## src/rtl/game_pkg.sv

```systemverilog
// Shared definitions for the game sequencer: state codes, default period lengths
// and the symbol-rate divisor helper.
package game_pkg;

    typedef logic [2:0] state_t;

    localparam state_t ST_IDLE   = 3'd0;
    localparam state_t ST_PRELIM = 3'd1;
    localparam state_t ST_GAME   = 3'd2;
    localparam state_t ST_ANSWER = 3'd3;
    localparam state_t ST_POST   = 3'd4;
    localparam state_t ST_DONE   = 3'd5;

    localparam int unsigned DEF_PRELIM_SEC = 3;
    localparam int unsigned DEF_GAME_SEC   = 20;
    localparam int unsigned DEF_ANSWER_SEC = 10;
    localparam int unsigned DEF_POST_SEC   = 3;
    localparam int unsigned DEF_MAX_LEVEL  = 8;
    localparam int unsigned DEF_BASE_DIV   = 100000000;
    localparam int unsigned DEF_DIV_STEP   = 5000000;

    // Higher levels shorten the symbol period by div_step cycles per level.
    function automatic logic [31:0] calc_divisor(input logic [31:0] base_div,
                                                 input logic [31:0] div_step,
                                                 input logic [3:0]  level);
        return base_div - (({28'd0, level}) - 32'd1) * div_step;
    endfunction

endpackage

```

## src/rtl/tick_divider.sv

```systemverilog
// Programmable divider: one-cycle Pulse every Divisor enabled cycles.
module tick_divider (
    input  logic        Clk100M,
    input  logic        RstN,
    input  logic        Enable,
    input  logic        Clear,
    input  logic [31:0] Divisor,
    output logic        Pulse
);

    logic [31:0] count;

    always_ff @(posedge Clk100M or negedge RstN) begin
        if (!RstN) begin
            count <= 32'd0;
            Pulse <= 1'b0;
        end else if (Clear || !Enable) begin
            count <= 32'd0;
            Pulse <= 1'b0;
        end else if (count == Divisor - 32'd1) begin
            count <= 32'd0;
            Pulse <= 1'b1;
        end else begin
            count <= count + 32'd1;
            Pulse <= 1'b0;
        end
    end

endmodule

```

## src/rtl/game_sequencer.sv

```systemverilog
// Game period sequencer: PRELIM/GAME/ANSWER/POST per level, 1 Hz countdown,
// level-scaled symbol tick during GAME.
//   state  | meaning
//   IDLE   | waiting for Start, outputs quiet
//   PRELIM | lead-in countdown
//   GAME   | symbols advance on SymGenTick
//   ANSWER | player answer window
//   POST   | wrap-up, then next level or DONE
//   DONE   | last level finished, Start restarts
module game_sequencer
    import game_pkg::*;
#(
    parameter int unsigned PRELIM_SEC = DEF_PRELIM_SEC,
    parameter int unsigned GAME_SEC   = DEF_GAME_SEC,
    parameter int unsigned ANSWER_SEC = DEF_ANSWER_SEC,
    parameter int unsigned POST_SEC   = DEF_POST_SEC,
    parameter int unsigned MAX_LEVEL  = DEF_MAX_LEVEL,
    parameter int unsigned BASE_DIV   = DEF_BASE_DIV,
    parameter int unsigned DIV_STEP   = DEF_DIV_STEP
) (
    input  logic       Clk100M,
    input  logic       RstN,
    input  logic       Tick1Hz,
    input  logic       Start,
    input  logic       Abort,
    output logic       PrelimPeriod,
    output logic       GamePeriod,
    output logic       AnswerPeriod,
    output logic       PostPeriod,
    output logic       Done,
    output logic [3:0] Level,
    output logic [7:0] SecondsLeft,
    output logic       LevelChng,
    output logic       SymGenTick
);

    localparam logic [3:0] LVL_MAX    = 4'(MAX_LEVEL);
    localparam logic [7:0] PRELIM_DUR = 8'(PRELIM_SEC);
    localparam logic [7:0] GAME_DUR   = 8'(GAME_SEC);
    localparam logic [7:0] ANSWER_DUR = 8'(ANSWER_SEC);
    localparam logic [7:0] POST_DUR   = 8'(POST_SEC);

    state_t      state, state_nxt;
    logic [3:0]  level_nxt;
    logic [7:0]  secs_nxt;
    logic        chng_nxt;
    logic        div_enable, div_clear;
    logic [31:0] divisor;

    always_comb begin
        state_nxt = state;
        level_nxt = Level;
        secs_nxt  = SecondsLeft;
        chng_nxt  = 1'b0;
        if (Abort) begin
            state_nxt = ST_IDLE;
            level_nxt = 4'd1;
            secs_nxt  = 8'd0;
        end else begin
            case (state)
                ST_IDLE, ST_DONE: begin
                    if (Start) begin
                        state_nxt = ST_PRELIM;
                        level_nxt = 4'd1;
                        secs_nxt  = PRELIM_DUR;
                    end
                end
                ST_PRELIM, ST_GAME, ST_ANSWER, ST_POST: begin
                    if (Tick1Hz) begin
                        if (SecondsLeft > 8'd1) begin
                            secs_nxt = SecondsLeft - 8'd1;
                        end else begin
                            case (state)
                                ST_PRELIM: begin
                                    state_nxt = ST_GAME;
                                    secs_nxt  = GAME_DUR;
                                end
                                ST_GAME: begin
                                    state_nxt = ST_ANSWER;
                                    secs_nxt  = ANSWER_DUR;
                                end
                                ST_ANSWER: begin
                                    state_nxt = ST_POST;
                                    secs_nxt  = POST_DUR;
                                end
                                default: begin
                                    if (Level < LVL_MAX) begin
                                        state_nxt = ST_PRELIM;
                                        level_nxt = Level + 4'd1;
                                        secs_nxt  = PRELIM_DUR;
                                        chng_nxt  = 1'b1;
                                    end else begin
                                        state_nxt = ST_DONE;
                                        secs_nxt  = 8'd0;
                                    end
                                end
                            endcase
                        end
                    end
                end
                default: begin
                    state_nxt = ST_IDLE;
                    level_nxt = 4'd1;
                    secs_nxt  = 8'd0;
                end
            endcase
        end
    end

    // Flags are registered from the next state so they line up with state itself.
    always_ff @(posedge Clk100M or negedge RstN) begin
        if (!RstN) begin
            state        <= ST_IDLE;
            Level        <= 4'd1;
            SecondsLeft  <= 8'd0;
            LevelChng    <= 1'b0;
            PrelimPeriod <= 1'b0;
            GamePeriod   <= 1'b0;
            AnswerPeriod <= 1'b0;
            PostPeriod   <= 1'b0;
            Done         <= 1'b0;
        end else begin
            state        <= state_nxt;
            Level        <= level_nxt;
            SecondsLeft  <= secs_nxt;
            LevelChng    <= chng_nxt;
            PrelimPeriod <= (state_nxt == ST_PRELIM);
            GamePeriod   <= (state_nxt == ST_GAME);
            AnswerPeriod <= (state_nxt == ST_ANSWER);
            PostPeriod   <= (state_nxt == ST_POST);
            Done         <= (state_nxt == ST_DONE);
        end
    end

    // Enable only while staying in GAME so the exit cycle never carries a tick.
    assign div_clear  = (state_nxt == ST_GAME) && (state != ST_GAME);
    assign div_enable = (state == ST_GAME) && (state_nxt == ST_GAME);
    assign divisor    = calc_divisor(32'(BASE_DIV), 32'(DIV_STEP), Level);

    tick_divider u_tick_divider (
        .Clk100M (Clk100M),
        .RstN    (RstN),
        .Enable  (div_enable),
        .Clear   (div_clear),
        .Divisor (divisor),
        .Pulse   (SymGenTick)
    );

endmodule

```

## config.mk

```make
export PLATFORM = sky130hd
export DESIGN_NAME = game_sequencer
export DESIGN_NICKNAME = d
export VERILOG_FILES = /design/src/rtl/game_pkg.sv /design/src/rtl/tick_divider.sv /design/src/rtl/game_sequencer.sv
export SDC_FILE = /design/constraint.sdc
export NUM_CORES = 1
export LEC_CHECK = 0
export BUFFER_PORTS_ARGS = -buffer_cell sky130_fd_sc_hd__clkbuf_2
export CAP_MARGIN = 5
export CORE_MARGIN = 10
export CORE_UTILIZATION = 60
export DETAILED_ROUTE_END_ITERATION = 12
export PLACE_DENSITY = 0.89
export SETUP_SLACK_MARGIN = 0.1
export SYNTH_ARGS = -nofsm -noshare
export SYNTH_HDL_FRONTEND = slang
export SYNTH_SLANG_ARGS = --single-unit
```

## constraint.sdc

```tcl
create_clock -name Clk100M -period 17.45 [get_ports Clk100M]
set_input_delay 0.8725 -clock Clk100M [delete_from_list [all_inputs] [get_ports Clk100M]]
set_output_delay 0.8725 -clock Clk100M [all_outputs]
set_load 0.01 [all_outputs]
```

# Word level (Yosys, flattened, before mapping)
# Cells that the tools add are included.
# totals
register_bits	54
inputBits	5
word_cells	78
# op_classes
add_sub_neg	6
n_mul	1
order_cmp	2
n_eq_ne	17
mux	31
reduce_logical	10
# ops
cell	n
32-bit two-way mux	2
32-bit by 1-bit adder with 32-bit output, second input constant	1
32-bit == test	1
32-bit by 17-bit multiplier with 26-bit output, second input constant	1
8-bit two-way mux	4
27-bit by 32-bit subtractor with 32-bit output, first input constant	1
32-bit by 1-bit subtractor with 32-bit output, second input constant	1
4-bit two-way mux	6
8-bit case mux with 2 select lines	1
3-bit two-way mux	5
3-bit != test, second input constant	5
5-bit case mux with 3 select lines	1
3-bit by 2-bit == test with 1-bit output, second input constant	4
3-bit == test, second input constant	4
3-bit case mux with 3 select lines	1
8-bit by 1-bit greater-than comparator with 1-bit output, second input constant	1
1-bit two-way mux	8
4-bit case mux with 2 select lines	1
8-bit by 1-bit subtractor with 8-bit output, second input constant	1
3-bit by 1-bit == test with 1-bit output, second input constant	2
3-bit case mux with 2 select lines	1
5-bit AND reduction	1
4-bit by 1-bit subtractor with 5-bit output, second input constant	1
4-bit by 1-bit adder with 4-bit output, second input constant	1
11 further kinds	12

# Logic depth before layout (Yosys ltp)
# Gate-level depths: netlist of run 1.
# logic_depth
word_depth	12
ltp_mapped	30

# Cells and area by module
# A second synthesis of run 1 with hierarchy kept.
# hier_totals
hier_cells	820
area_unflattened_um2	7023.0
# modules_own_cells
mod	instances	cells_each	area_each_um2	seq_area_each_um2
game_sequencer	1	482	4051.4	526.8
tick_divider	1	338	2971.6	825.8

# Least setup slack after synthesis of run 1
# OpenSTA, ideal clock, no wires.
# synth_path
path_type	reg-to-reg
from	reg Level[0]
to	reg u_tick_divider.count[10]
setup_ps	144
arrival_time_ps	7560
required_ps	17306
path_slack_ps	9746
stages_incl_launch_ff	27
period_less_slack_ps	7704
path_cell_list	dfstp_2 > clkbuf_1 > inv_1 > ha_1 > inv_1 > nor3_2 > ha_1 > ha_1 > inv_1 > fa_1 > fa_1 > fa_1 > inv_1 > fa_1 > ha_1 > buf_2 > a211oi_1 > nor3_1 > a2111oi_1 > and3_1 > o21ai_0 > or4_1 > a22o_1 > nand2_1 > nor4b_4 > buf_6 > nor3_2
# synth_via
elab_chain_len	12
word_cells_on_any_way	19
cone_classes	add/sub: 3; mul: 1; order compare: 1; eq/ne: 2; mux: 8; reduce/logical: 4
# synth_rtl
item	line_no	source
start: declaration	game_sequencer.sv:31	output logic [3:0] Level,
start signal: assignment	game_sequencer.sv:124	Level <= level_nxt;
parallel branches: the longest is 11 deep, another holds 32-bit by 17-bit multiplier with 26-bit output	--	
32-bit two-way mux (*)	tick_divider.sv:17	end else if (Clear || !Enable) begin
end signal: assignment	tick_divider.sv:24	count <= count + 32'd1;
end: declaration	tick_divider.sv:11	logic [31:0] count;
# Every way passes the cells marked *.
# A chain may end at the register's enable or synchronous reset.

# Final worst setup path of run 1
# layout_path
from	reg Level[0]
to	reg u_tick_divider.Pulse
# layout_via
elab_chain_len	12
word_cells_on_any_way	19
cone_classes	add/sub: 3; mul: 1; order compare: 1; eq/ne: 2; mux: 8; reduce/logical: 4
# layout_rtl
item	line_no	source
parallel branches: the longest is 11 deep, another holds 32-bit by 17-bit multiplier with 26-bit output	--	
1-bit two-way mux (*)	tick_divider.sv:17	
end signal: assignment	tick_divider.sv:16	Pulse <= 1'b0;
end signal: assignment	tick_divider.sv:19	Pulse <= 1'b0;
end signal: assignment	tick_divider.sv:22	Pulse <= 1'b1;
end: declaration	tick_divider.sv:8	output logic Pulse
# Marks and branches as above.

==> results of run 1 <==
synthesized netlist by cell type, types with 5 or more instances:
library cell	n	area (um2)
and3_1	14	87.6
and2_1	9	56.3
nand4_1	14	87.6
xnor2_1	45	394
nand2_1	61	229
nor4_1	6	37.5
nor3_2	21	210
a31oi_1	5	31.3
dfrtp_1	53	1330
a21oi_1	39	195
or2_2	6	37.5
a21o_1	6	45.0
nor2_1	46	173
and4_1	6	52.6
xor2_1	43	377
clkbuf_1	19	71.3
o21ai_0	33	165
or3_1	9	56.3
o211ai_1	6	45.0
o211a_1	5	50.1
buf_2	6	30.0
nor2b_1	5	31.3
ha_1	67	838
nand3_1	27	135
inv_1	50	188
nor3_1	27	135
fa_1	21	420
worst max path at each step:
stage                               startpoint                            endpoint  slack, ns  cells past startpoint
after floorplan           Level[0]$_DFFE_PN1P_  u_tick_divider.count[10]$_DFF_PN0_       9.75                     26
after CTS                 Level[0]$_DFFE_PN1P_      u_tick_divider.Pulse$_DFF_PN0_       9.77                     25
final                     Level[0]$_DFFE_PN1P_      u_tick_divider.Pulse$_DFF_PN0_       9.71                     26
after global routing      Level[0]$_DFFE_PN1P_      u_tick_divider.Pulse$_DFF_PN0_       9.16                     26
after detailed placement  Level[0]$_DFFE_PN1P_  u_tick_divider.count[19]$_DFF_PN0_       9.78                     25
after global placement    Level[0]$_DFFE_PN1P_      u_tick_divider.Pulse$_DFF_PN0_       9.96                     26
final cells by class:
| cell class | count | area share [%] |
|---|---|---|
| clock inverter | 3 | 0.283 |
| tap | 136 | 2.57 |
| inverter | 51 | 2.89 |
| multi-input combinational | 605 | 70.6 |
| timing repair buffer | 27 | 2.19 |
| clock buffer | 5 | 1.04 |
| sequential | 54 | 20.4 |
worst reg2reg max path: stages, from the launching register on:
cell,delay (ns)
dfstp_2,0.65
inv_1,0.18
ha_1,0.29
inv_1,0.11
nor3_2,0.05
buf_4,0.24
ha_1,0.38
ha_1,0.20
inv_1,0.08
fa_1,0.46
fa_1,0.51
fa_1,0.52
inv_1,0.05
fa_1,0.45
ha_1,0.47
nand2_1,0.08
o21ai_0,0.47
nor4_1,0.11
a311oi_1,0.37
nand2_1,0.25
nor2_1,0.31
a41oi_1,0.20
mux2i_1,0.20
o2111ai_1,0.17
nor4b_4,0.29
buf_4,0.42
and2_1,0.21
registers in the layout, indices dropped and copies added, names as in the netlist, 3 cells and up:
| name | flops |
|---|---|
| state | 3 |
| Level | 4 |
| SecondsLeft | 8 |
| u_tick_divider.count | 32 |
per-stage QoR:
stage | hold slack [ns] | worst slack (ns) | std cells | utilization [%] | instance area (um2)
detailed placement | 0.510 | 9.78 | 873 | 63.3 | 6540
global route | 0.554 | 9.16 | 881 | 64.2 | 6630
global placement | 0.502 | 9.96 | 873 | 63.3 | 6540
CTS | 0.529 | 9.77 | 881 | 64.2 | 6630
finish | 0.523 | 9.71 | 881 | 64.2 | 6630
floorplan | 0.469 | 9.75 | 739 | - | 6360
kinds of logic (layout without fill, tap and decap cells):
kind of cell	count (synthesis)	after routing	share of synthesized area, %
AND/OR/NAND/NOR	269	269	23.3
AO/OA/AOI/OAI	154	154	17.2
XOR/XNOR	89	89	12.4
adder cells (fa/ha/maj)	88	88	19.8
buffers and inverters	80	86	5.19
flip-flops	54	54	21.3
multiplexers	5	5	0.826
layer usage:
| metal | share of wire, % | GRT usage, % | vias to the layer above | wire length [um] |
|---|---|---|---|---|
| li1 | - | - | 2649 | - |
| met1 | 44 | 25.2 | 2577 | 6410 |
| met2 | 51 | 35.2 | 125 | 7410 |
| met3 | 3.5 | 2.73 | 22 | 503 |
| met4 | 1.7 | 5.31 | 0 | 241 |
| met5 | 0 | 0 | - | 0 |
==> impl_metrics.toml, run 1 <==
[synthesis]
synth_edf_count = 0
netlist_instances = 739
netlist_area_um2 = 6360
ys_async_sr_fraction_pct = 100
ys.flop_type = "dfrtp_1"
synth_seq_cells = 54
ys_seq_area_share_pct = 21.3
yosysWarnings = 0
avgSynthCellArea_um2 = 8.61
synth_cell_types = 79
synth_nets = 832

[grt]
antenna_found_initial = 0
grt_first_pass_wirelength_um = 25300
grt_use_total_pct = 20.0
gr-total-overflow = 0
grt_pass1_vias = 5307
grt_max_degree = 55

[timing]
finalSetupTns_ns = 0
post-route-min-period_ns = 7.74
setup_viol = 0
slew_headroom_pct = 55.3
fin_skew_ns = 0.0106
hold_viol_final = 0
slew_viol_final = 0
timing.fmax_ghz = 0.129
worst_pin_slew_ns = 0.671
grt_setup_unrepaired = "false"
post-route-period-util_pct = 44.4

[worst_setup_path]
reg2reg_from = "Level[0]$_DFFE_PN1P_"
setup.worst_path.end_class = "flip-flop"
start_kind = "flip-flop"
cp.required_ns = 17.71
cpLargestDelayFamily = "adder cells"
reg2reg_to = "u_tick_divider.Pulse$_DFF_PN0_"
path_max_fanout = 31
critPathArrivalTime_ns = 8.01
path_buf_inv = 6
worst_path_max_delay_cell = "dfstp_2"
reg2reg_depth = 26
r2r_slack_ns = 9.71
critPathKind = "reg -> reg"
critPathMaxStageDelay_ns = 0.65

[layout]
final_cell_mix = "ha_1 (67), nand2_1 (61), dfrtp_1 (53)"
drive_gt1_share_pct = 11.3
final-seq-area_um2 = 1350
antenna_cells = 0
final_nets = 837
multiInputGateArea_um2 = 4680
final_common_cell = "ha_1"
area_growth_pct = 4.15
fillerInstances = 866

[outcome]
status = "finished clean"

[route]
num_vias = 5373
wl_per_cell_um = 16.5
dr.pass1.iters = 5
wl_um = 14600
drt_iter0_drc = 335
ant_nets = 0
route.detailed.drc = 0
via_per_inst = 6.10

[min_path]
whs_endpoint = "u_tick_divider.count[0]$_DFF_PN0_"
holdCritPathClass = "reg -> reg"
holdPathStages = 1
hp-start = "u_tick_divider.count[0]$_DFF_PN0_"

[floorplan]
io_pins = 24
start_util_pct = 61.6
die-area_um2 = 15100
core_um2 = 10300
die_w_um = 123
chipHeight_um = 123
rows = 37

[clock_network]
cts_tree = "built"
h-tree-depth = 2
holdBufCountCts = 0
clock_sinks = 54
ctsResizeCount = 0
insertion_delay_ns = 0.32
clock_tree.root_cell = "clkbuf_8"
cts.clk_slew.worst_paths_ns = 0.10
clockBufferDepth = 2
cts_setup_buffers = 0
cts_buffers = 5

[job]
cap_violations = 0

[placed_design]
dp_hpwl_um = 11600
gp_congestion = 0.948
io_buffers = 23
Power of run 1 is not shown: default switching activity piles up to over one toggle a cycle in this logic, so the estimate is an artifact.
==> inputs of run 2 (changes only) <==
--- a/config.mk
+++ b/config.mk
@@ -5,10 +5,11 @@
 export SDC_FILE = /design/constraint.sdc
 export NUM_CORES = 1
 export LEC_CHECK = 0
+export ABC_AREA = 1
 export BUFFER_PORTS_ARGS = -buffer_cell sky130_fd_sc_hd__clkbuf_2
 export CAP_MARGIN = 5
 export CORE_MARGIN = 10
-export CORE_UTILIZATION = 60
+export CORE_UTILIZATION = 58
 export DETAILED_ROUTE_END_ITERATION = 12
 export PLACE_DENSITY = 0.89
 export SETUP_SLACK_MARGIN = 0.1
==> constraint.sdc (replaced) <==
create_clock -name Clk100M -period 7.1 [get_ports Clk100M]
set_input_delay 0.355 -clock Clk100M [delete_from_list [all_inputs] [get_ports Clk100M]]
set_output_delay 0.355 -clock Clk100M [all_outputs]
set_load 0.01 [all_outputs]
==> impl_metrics.toml, run 2 <==
[outcome]
status = "finished clean"

[layout]
fin_area_um2 = 7400
largest_reg_flops = 32
final_cell_mix = "nand2_1 (287), inv_1 (179), nor2_1 (104)"
reg.largest.list = "u_tick_divider.count: 32 flops, SecondsLeft: 8 flops, Level: 4 flops"
antenna_cells = 0
drive_gt1_share_pct = 12.6
multiInputGateArea_um2 = 4810
fin_cells = 1227
top_register = "u_tick_divider.count"
final-seq-area_um2 = 1350
final_common_cell = "nand2_1"
area_growth_pct = 7.43
fillerInstances = 1001
final_nets = 1176

[timing]
grt_setup_unrepaired = "true"
finalSetupTns_ns = 0
post-route-period-util_pct = 92.2
slew_headroom_pct = 54.7
hold_viol_final = 0
worst_pin_slew_ns = 0.679
setup_viol = 0
fin_skew_ns = 0.00781
slew_viol_final = 0
timing.fmax_ghz = 0.153
whs_ns = 0.180
post-route-min-period_ns = 6.55

[worst_setup_path]
critPathMaxStageDelay_ns = 0.64
critPathKind = "reg -> reg"
cp.required_ns = 7.29
path_max_fanout = 12
start_kind = "flip-flop"
setup.worst_path.end_class = "flip-flop"
critPathArrivalTime_ns = 6.73
cp_common_cell = "nand2_1"
worst_path_max_delay_cell = "dfstp_2"

[route]
drt_iter0_drc = 571
num_vias = 6636
via_per_inst = 5.41
dr.pass1.iters = 6
wl_per_cell_um = 13.3
ant_nets = 0
wl_um = 16300
route.detailed.drc = 0

[job]
cap_violations = 0

[synthesis]
yosysWarnings = 0
synth_common_cells = "nand2_1 (287), inv_1 (180), nor2_1 (104), nand3_1 (89), ha_1 (67)"
synth_cell_types = 42
synth_edf_count = 0
netlist_area_um2 = 6890
netlist_instances = 1052
synth_nets = 1145
synth_top_area_share_pct = 19.3
ys_seq_area_share_pct = 19.6
ys_async_sr_fraction_pct = 100
synth_area_leader_cell = "dfrtp_1"
ys.flop_type = "dfrtp_1"
synth.top_cells.by_area = "dfrtp_1 (19%), nand2_1 (16%), ha_1 (12%)"
avgSynthCellArea_um2 = 6.55
yosysMostFrequentCell = "nand2_1"
synth_seq_cells = 54

[floorplan]
start_util_pct = 59.8
rows = 39
core_um2 = 11500
die_w_um = 129
chipHeight_um = 129
io_pins = 24
die-area_um2 = 16600

[grt]
grt_max_degree = 55
grt_pass1_vias = 6121
grt_first_pass_wirelength_um = 28000
grt_use_total_pct = 20.0
gr-total-overflow = 0
antenna_found_initial = 0

[min_path]
holdCritPathClass = "in -> async"

[placed_design]
gp_congestion = 0.941
dpl_cell_area_um2 = 7140
io_buffers = 23
placedCellCount = 1215
dp_hpwl_um = 13200

[clock_network]
holdBufCountCts = 0
cts.clk_slew.worst_paths_ns = 0.07
clock_sinks = 54
clock_tree.root_cell = "clkbuf_16"
clockBufferDepth = 2
cts_tree = "built"
insertion_delay_ns = 0.30
h-tree-depth = 2
cts_buffers = 5
[run 2: cell count changes in the layout (fill, tap and decap cells not counted), moves of 14 or more]
cell,delta
inv_1,+129
xnor2_1,-34
a21oi_1,-14
xor2_1,-16
nand2_2,+32
nor2_2,+26
nor2_1,+58
nand3_1,+62
nand2_1,+226
nor3_2,-19
[run 2: cell type report]
cell class	instances	area share, %
sequential	54	18.3
clock buffer	5	1.69
multi-input combinational	801	65.0
tap	143	2.42
clock inverter	3	0.659
timing repair buffer	28	2.11
inverter	193	9.84
[run 2: final timing paths]
path | start | endpoint | slack (ns) | depth (start not counted)
max in group asynchronous | RstN | u_tick_divider.count[19]$_DFF_PN0_ | 6.47 | 2
setup reg to reg | Level[0]$_DFFE_PN1P_ | u_tick_divider.count[16]$_DFF_PN0_ | 0.55 | 31
min in group Clk100M | Abort | SecondsLeft[0]$_DFFE_PN0P_ | 0.34 | 2
hold / removal | RstN | SecondsLeft[0]$_DFFE_PN0P_ | 0.18 | 2
hold reg to reg | u_tick_divider.count[0]$_DFF_PN0_ | u_tick_divider.count[0]$_DFF_PN0_ | 0.48 | 1
setup / recovery | Level[0]$_DFFE_PN1P_ | u_tick_divider.count[16]$_DFF_PN0_ | 0.55 | 31
[run 2: what timing repair did]
action	in CTS	in global routing
endpoints found under the setup margin	0	31
setup buffers	0	3
gates resized for setup	0	8
[run 2: metal layers]
layer  vias up  part of all wire [%]  GRT usage, %
met2       201                    47          33.5
met3        11                   6.0          2.18
met4         0                   1.2          5.35
li1       3357                     -             -
met5         -                     0             0
met1      3067                    46          27.0
[run 2: worst max-delay path: cells and delay by family, from the launching register on]
family	cells	cell delay, ns
XOR/XNOR	1	0.27
flip-flops	1	0.64
adder cells (fa/ha/maj)	7	2.91
buffers and inverters	5	0.49
AO/OA/AOI/OAI	1	0.21
AND/OR/NAND/NOR	17	1.89
[run 2: kinds of logic after synthesis]
| logic type | after synthesis | share of synthesized area (%) |
|---|---|---|
| compound gates | 64 | 5.25 |
| xor+xnor | 40 | 5.09 |
| fa+ha+maj | 88 | 18.3 |
| buf+inv | 198 | 11.4 |
| flops | 54 | 19.6 |
| simple gates | 608 | 40.4 |
[run 2: through the flow]
| step | setup WS [ns] | utilization (%) |
|---|---|---|
| final | 0.552 | 64.3 |
| after global routing | 0.0187 | 64.3 |
| after CTS | 0.377 | 63.5 |
| after detailed placement | 0.395 | 62.0 |
| after global placement | 0.605 | 62.0 |
| after floorplan | 0.919 | - |
Power of run 2 is left out for the same reason.
